--- config.mk ---
export PLATFORM = sky130hd
export DESIGN_NAME = pipe_hazard_ctrl
export DESIGN_NICKNAME = d
export VERILOG_FILES = /design/src/rtl/pipe_hazard_ctrl.sv
export SDC_FILE = /design/constraint.sdc
export NUM_CORES = 1
export LEC_CHECK = 0
export CAP_MARGIN = 20
export CORE_MARGIN = 3
export CORE_UTILIZATION = 44
export CTS_CLUSTER_SIZE = 20
export DETAILED_ROUTE_END_ITERATION = 8
export PLACE_DENSITY = 0.82
export SYNTH_ARGS = -nofsm -noshare
export SYNTH_HDL_FRONTEND = slang
export SYNTH_SLANG_ARGS = --single-unit
--- constraint.sdc ---
create_clock -name clk -period 4.2 [get_ports clk]
set_input_delay 0.84 -clock clk [delete_from_list [all_inputs] [get_ports clk]]
set_output_delay 0.84 -clock clk [all_outputs]
set_load 0.05 [all_outputs]
--- src/rtl/pipe_hazard_ctrl.sv ---
// Stall/flush sequencer for the 5-stage core: merges structural and control hazards into
// per-stage hold/bubble buses and owns the redirect handshake to the fetch unit.
module pipe_hazard_ctrl #(
    parameter int XLEN  = 64,
    parameter int CNT_W = 32
) (
    input  logic             clk,
    input  logic             rst,
    input  logic             ifu_busy_i,
    input  logic             load_use_i,
    input  logic             muldiv_busy_i,
    input  logic             lsu_busy_i,
    input  logic             branch_valid_i,
    input  logic [XLEN-1:0]  branch_pc_i,
    input  logic             trap_valid_i,
    input  logic [XLEN-1:0]  trap_pc_i,
    input  logic             redirect_ready_i,
    output logic [5:0]       stall_valid_o,
    output logic [5:0]       flush_valid_o,
    output logic             redirect_valid_o,
    output logic [XLEN-1:0]  redirect_pc_o,
    output logic [CNT_W-1:0] stall_cnt_o,
    output logic             dbg_state_o
);

    localparam int CTRLBUS_PC = 0;

    localparam logic [5:0] LSU_STALL  = 6'h0F;
    localparam logic [5:0] LSU_FLUSH  = 6'h10;
    localparam logic [5:0] TRAP_FLUSH = 6'h0E;
    localparam logic [5:0] MD_STALL   = 6'h07;
    localparam logic [5:0] MD_FLUSH   = 6'h08;
    localparam logic [5:0] BR_FLUSH   = 6'h06;
    localparam logic [5:0] LU_STALL   = 6'h03;
    localparam logic [5:0] LU_FLUSH   = 6'h04;
    localparam logic [5:0] IFU_STALL  = 6'h01;
    localparam logic [5:0] IFU_FLUSH  = 6'h02;

    typedef enum logic {
        S_RUN   = 1'b0,
        S_REDIR = 1'b1
    } state_t;

    state_t            r_state;
    state_t            w_next_state;
    logic [XLEN-1:0]   r_pend_pc;
    logic [XLEN-1:0]   w_pend_next;
    logic [CNT_W-1:0]  r_stall_cnt;
    logic [5:0]        w_stall;
    logic [5:0]        w_flush;
    logic              w_redir_valid;
    logic [XLEN-1:0]   w_redir_pc;

    always_ff @(posedge clk or posedge rst) begin
        if (rst) begin
            r_state     <= S_RUN;
            r_pend_pc   <= '0;
            r_stall_cnt <= '0;
        end else begin
            r_state   <= w_next_state;
            r_pend_pc <= w_pend_next;
            if (stall_valid_o[CTRLBUS_PC] && (r_stall_cnt != {CNT_W{1'b1}}))
                r_stall_cnt <= r_stall_cnt + 1'b1;
        end
    end

    always_comb begin
        w_next_state  = r_state;
        w_pend_next   = r_pend_pc;
        w_stall       = '0;
        w_flush       = '0;
        w_redir_valid = 1'b0;
        w_redir_pc    = '0;
        case (r_state)
            S_RUN: begin
                if (lsu_busy_i) begin
                    w_stall = LSU_STALL;
                    w_flush = LSU_FLUSH;
                end else if (trap_valid_i) begin
                    w_flush       = TRAP_FLUSH;
                    w_redir_valid = 1'b1;
                    w_redir_pc    = trap_pc_i;
                    if (!redirect_ready_i) begin
                        w_pend_next  = trap_pc_i;
                        w_next_state = S_REDIR;
                    end
                end else if (muldiv_busy_i) begin
                    w_stall = MD_STALL;
                    w_flush = MD_FLUSH;
                end else if (branch_valid_i) begin
                    w_flush       = BR_FLUSH;
                    w_redir_valid = 1'b1;
                    w_redir_pc    = branch_pc_i;
                    if (!redirect_ready_i) begin
                        w_pend_next  = branch_pc_i;
                        w_next_state = S_REDIR;
                    end
                end else if (load_use_i) begin
                    w_stall = LU_STALL;
                    w_flush = LU_FLUSH;
                end else if (ifu_busy_i) begin
                    w_stall = IFU_STALL;
                    w_flush = IFU_FLUSH;
                end
            end
            S_REDIR: begin
                w_redir_valid = 1'b1;
                w_redir_pc    = r_pend_pc;
                w_stall       = IFU_STALL;
                w_flush       = IFU_FLUSH;
                if (lsu_busy_i) begin
                    w_stall = w_stall | LSU_STALL;
                    w_flush = w_flush | LSU_FLUSH;
                end
                // A new trap replaces the target; the old one may be accepted this
                // cycle, so stay here until the trap target itself is handed over.
                if (trap_valid_i)
                    w_pend_next = trap_pc_i;
                else if (redirect_ready_i)
                    w_next_state = S_RUN;
            end
            default: w_next_state = S_RUN;
        endcase
    end

    // Held stages must keep their contents, so a hold always wins over a bubble.
    always_comb begin
        stall_valid_o    = '0;
        flush_valid_o    = '0;
        redirect_valid_o = 1'b0;
        redirect_pc_o    = '0;
        if (!rst) begin
            stall_valid_o    = {1'b0, w_stall[4:0]};
            flush_valid_o    = {1'b0, w_flush[4:0] & ~w_stall[4:0]};
            redirect_valid_o = w_redir_valid;
            redirect_pc_o    = w_redir_pc;
        end
    end

    assign stall_cnt_o = r_stall_cnt;
    assign dbg_state_o = r_state;

endmodule

==> metrics.cfg, run 1 <==
[final_layout]
final_util_pct=73.8
fin_nets=1041
multiInputGateArea_um2=3260
finalInstanceArea_um2=9500
final_cell_mix=clkdlybuf4s50_1, nand2_1, o21ai_0
area_growth_pct=60.7
drive_gt1_share_pct=12.3
layout_commonest_cell=clkdlybuf4s50_1
regArea_um2=2430
antenna_cells=0
nFillCells=925
final_cells=1078

[job]
drv_cap=0

[clocking]
post_cts_buffers=0
worstSkewPairLatency_ns=0.34
cts_hold_buf=0
ctsLongestPathBuffers=2
clk_pin_slew_ns=0.06
cts_tree=built
ctsResizeCount=0
htreeDepth=3
cts_root_buf=clkbuf_16
numCtsBuffers=9
clock-sinks=97

[power]
pwr-share-seq_pct=36.2
power_frac_clock_pct=24.4
swShare_pct=36.3
p_int_mw=2.21
leakage_nw=3.84
ir_worst_vdd_mv=0.503
p_comb_share_pct=39.5
switchingPower_mw=1.26
fin_total_pwr_mw=3.47
p_per_area_nw_per_um2=366

[worst_hold_path]
hp-class=reg2reg
min_path_cells=2

[floorplanning]
ioPinCount=247
initial_core_util_pct=45.9
chipHeight_um=122
fp-row-count=41
dieArea_um2=14900
die_width_um=122
core_um2=12900

[critical_path]
reg2reg_depth=6
worstSetupPathType=in2out
cp_data_arrival_time_ns=2.81
endpoint_kind=output pin
critical_path_required_ns=3.36
path_max_fanout=64
worstSetupStartpointType=primary input

[placed_design]
port_buffers=242
post-place-ws_ns=0.542
place.gp.congestion=0.865
dpl_cell_area_um2=9200
place_hpwl_mm=14.1
placedCellCount=1064

[sta]
hold_violations=0
fin_skew_ns=0.00450
finalCritPeriodShare_pct=87.0
rsz0062_at_grt=no
period_minus_slack_ns=3.65
layout_setup_ws_ns=0.547
tns_ns=0
maxSlewViolCount=0
fmax_mhz=274
relSlewSlack_pct=36.3
whs_ns=0.482
worstMarginPinSlew_ns=0.946
setup_viol=0

[routing]
antenna_left=0
drt-wirelength-per-cell_um=18.4
drc=0
initialDrtViolationCount=515
route.vias.total=6170
firstDrtPassIters=5
vias_per_cell=5.72
wl_mm=19.9

[synth]
syn_area_um2=5910
yosys_warnings=0
ys_seq_area_share_pct=41.1
synth.distinct_cells=41
ys_ff_latch=97
syn_inst=690
avgSynthCellArea_um2=8.56

[global_route]
antenna_found_initial=1
grt_pass1_vias=6162
busiest_layer=met2
grt.total_usage_pct=26.8
grt_max_degree=97
gr-usage-met3_pct=6.64
grt_pass1_wl_mm=31.7
grt_use_met1_pct=33.4
grt.met2_usage_pct=43.7
gr-total-overflow=0

[status]
status=complete, no violations

-- sequential cells by signal, indices dropped and copies added (netlist names) --
signal	count
dbg_state_o	1
r_pend_pc	64
stall_cnt_o	32
-- path summary, 6_finish.rpt --
kind,start,end,slack (ns)
max,branch_valid_i,redirect_pc_o[13],0.55
min in group asynchronous,rst,r_pend_pc[62],1.18
min reg2reg,r_pend_pc[43],r_pend_pc[43],0.48
max reg2reg,stall_cnt_o[0],stall_cnt_o[1],1.47
min,r_pend_pc[43],r_pend_pc[43],0.48
max in group asynchronous,rst,r_pend_pc[53],2.36
-- kinds of logic (layout without fill, tap and decap cells) --
group / Yosys count / in the layout / share of synthesized area [%]
buffers and inverters: 64 / 277 / 4.57
multiplexers: 66 / 66 / 11.2
other: 1 / 4 / 0.0635
AND/OR/NAND/NOR: 221 / 221 / 17.5
AO/OA/AOI/OAI: 212 / 212 / 21.2
XOR/XNOR: 28 / 28 / 4.15
adder cells (fa/ha/maj): 1 / 1 / 0.212
flip-flops: 97 / 97 / 41.1
-- area by class of cell --
cell class / instances / share of cell area (%)
flip-flops and latches: 97 / 25.6
multi-input cells: 532 / 34.3
repair buffers: 256 / 34.4
clock buffers: 12 / 2.81
clock inverters: 2 / 0.395
inverters: 7 / 0.303
well taps: 172 / 2.27
-- critical path, cell delays in order --
cell and delay (ns):
clkdlybuf4s50_1 0.58, nand2b_1 0.18, nor2_4 0.14, buf_12 0.30, a22oi_1 0.13, o21ai_0 0.40
buf_12 0.20
-- Yosys cell counts, drive strengths merged --
cell     instances  area, µm²
nor4             9       71.3
ha               1       12.5
a21o             1       7.51
xnor2           24        210
nand3           16       80.1
o31ai            1       7.51
conb             1       3.75
dfrtp           97       2430
xor2             4       35.0
or4b             2       20.0
clkbuf          41        154
a31oi            3       18.8
nor2            17       63.8
nor2b            2       12.5
a21oi            5       25.0
o21bai           1       7.51
nor3             2       10.0
nand2          135        507
mux2i           65        651
nand2b           1       6.26
nor4b            1       15.0
o21ai          131        656
nand4           20        138
a22oi           64        480
inv              7       26.3
a211oi           4       30.0
and3             8       50.1
and4             2       17.5
mux2             1       11.3
or2              1       6.26
and2             3       18.8
or3              2       17.5
a2111oi          1       15.0
o21a             1       7.51
buf             16       90.1
-- metal layers --
| layer | vias up | wire [µm] |
|---|---|---|
| met3 | 50 | 1500 |
| li1 | 2916 | - |
| met5 | - | 13 |
| met1 | 2952 | 8090 |
| met2 | 250 | 9510 |
| met4 | 2 | 767 |
-- power by group through the flow --
stage | sequential, mW | clock (mW) | combinational, mW
6_report | 1.26 | 0.846 | 1.37
5_1_grt | 1.28 | 0.896 | 1.47
2_1_floorplan | 1.37 | 0 | 0.637
3_3_place_gp | 1.26 | 0 | 1.35
3_5_place_dp | 1.27 | 0 | 1.37
4_1_cts | 1.25 | 0.857 | 1.38
(Power assumes the default switching activity.)
==> run 2, diff against run 1 <==
--- a/config.mk
+++ b/config.mk
@@ -7,10 +7,11 @@
 export LEC_CHECK = 0
 export CAP_MARGIN = 20
 export CORE_MARGIN = 3
-export CORE_UTILIZATION = 44
+export CORE_UTILIZATION = 64
 export CTS_CLUSTER_SIZE = 20
 export DETAILED_ROUTE_END_ITERATION = 8
-export PLACE_DENSITY = 0.82
+export DONT_BUFFER_PORTS = 1
+export PLACE_DENSITY = 0.8
 export SYNTH_ARGS = -nofsm -noshare
 export SYNTH_HDL_FRONTEND = slang
 export SYNTH_SLANG_ARGS = --single-unit
==> run 2 against run 1 <==
- clock skew is 0.013 ns higher
- clock power is 36% lower
- die area is 30% lower
- largest power group is now sequential cells
- fmax is 5.5% higher
- non-clock buffer count is 179 lower
- power is 20% lower
- combinational power is 39% lower
- setup slack better by 0.19 ns
==> metrics.cfg, run 2 (synthesis results as in run 1) <==
[critical_path]
endpoint_kind=output pin
critical_path_required_ns=3.36
path_max_fanout=50
reg2reg_depth=5
worstSetupStartpointType=flop
worstSetupPathType=reg2out
cp_data_arrival_time_ns=2.62

[power]
leakage_nw=2.86
ir_worst_vdd_mv=0.220
p_per_area_nw_per_um2=417

[clocking]
post_cts_buffers=0
clock-sinks=97
cts_tree=built
ctsLongestPathBuffers=2
numCtsBuffers=9
cts_hold_buf=0
cts_root_buf=clkbuf_8
ctsResizeCount=0
worstSkewPairLatency_ns=0.35
htreeDepth=3
clk_pin_slew_ns=0.09

[final_layout]
area_growth_pct=12.6
largest_register_ffs=64
drive_gt1_share_pct=14.8
top_register=r_pend_pc
final_util_pct=75.2
final_cell_mix=nand2_1, dfrtp_1, buf_4
layout_commonest_cell=nand2_1
antenna_cells=0
fin_nets=862

[global_route]
grt_pass1_wl_mm=25.6
antenna_found_initial=0
gr-total-overflow=0
grt_pass1_vias=5331
grt.total_usage_pct=31.0
grt_max_degree=73

[sta]
rsz0062_at_grt=no
fin_skew_ns=0.0175
period_minus_slack_ns=3.46
hold_violations=0
relSlewSlack_pct=25.6
fmax_mhz=289
tns_ns=0
maxSlewViolCount=0
worstMarginPinSlew_ns=1.12
setup_viol=0
finalCritPeriodShare_pct=82.5

[routing]
drc=0
wl_mm=16.4
initialDrtViolationCount=432
antenna_left=0
vias_per_cell=6.59
route.vias.total=5506
firstDrtPassIters=5
drt-wirelength-per-cell_um=19.6

[status]
status=complete, no violations

[floorplanning]
chipHeight_um=102
core_um2=8850
initial_core_util_pct=66.8
fp-row-count=34
dieArea_um2=10400
ioPinCount=247
die_width_um=102

[placed_design]
place.gp.congestion=0.913
port_buffers=0
place_hpwl_mm=11.8

[job]
drv_cap=0

[worst_hold_path]
min_path_cells=2
hp-class=reg2reg

run 2: cell count changes in the layout (fill, tap and decap cells not counted), sizes merged:
cell           delta
clkdlybuf4s50   -173
clkinv            +3
clkbuf            -2
buf               -6
inv               +1
bufinv            -1
run 2: through the flow:
| step | instances | hold slack (ns) | total power, mW | cell area (µm²) | setup slack [ns] |
|---|---|---|---|---|---|
| 3_3_place_gp | 819 | 0.461 | 2.19 | 6440 | 0.950 |
| 2_1_floorplan | 693 | 0.450 | 2.00 | 5920 | 0.501 |
| 6_report | 836 | 0.486 | 2.78 | 6650 | 0.737 |
| 4_1_cts | 834 | 0.489 | 2.78 | 6610 | 0.549 |
| 3_5_place_dp | 819 | 0.470 | 2.24 | 6440 | 0.916 |
| 5_1_grt | 836 | 0.510 | 2.93 | 6650 | 0.530 |
run 2: critical path, stage by stage (launching register included):
cell,delay (ns)
dfrtp_1,0.87
inv_1,0.27
nor2_4,0.41
buf_12,0.28
nand2_1,0.09
o21ai_1,0.12
buf_4,0.23
run 2: per-layer routing:
metal / track usage, % / share of wire, % / vias to the layer above
met5: 0 / 0 / -
met4: 14.9 / 4.1 / 0
met3: 7.10 / 8.5 / 62
met2: 51.8 / 50 / 294
met1: 37.9 / 37 / 2609
li1: - / - / 2541
run 2: path summary, 6_finish.rpt:
check	from	to	slack, ns
min	r_pend_pc[33]	r_pend_pc[33]	0.49
min in group asynchronous	rst	stall_cnt_o[12]	0.53
min reg2reg	r_pend_pc[33]	r_pend_pc[33]	0.49
max in group asynchronous	rst	r_pend_pc[39]	2.79
max reg2reg	stall_cnt_o[13]	stall_cnt_o[1]	1.08
max	dbg_state_o	redirect_pc_o[61]	0.74
run 2: area by class of cell:
cell class	instances	area, µm²
Sequential cell	97	2430
Clock buffer	10	138
Clock inverter	5	31.3
Tap cell	108	135
Inverter	7	28.8
Multi-Input combinational cell	532	3270
Fill cell	663	2190
Timing Repair Buffer	77	628
run 2: power breakdown:
part,switching (mW),leakage [nW],internal (mW)
clock network,0.314,0.0883,0.228
registers,0.286,1.22,1.11
logic,0.551,1.55,0.283
total,1.15,2.86,1.63
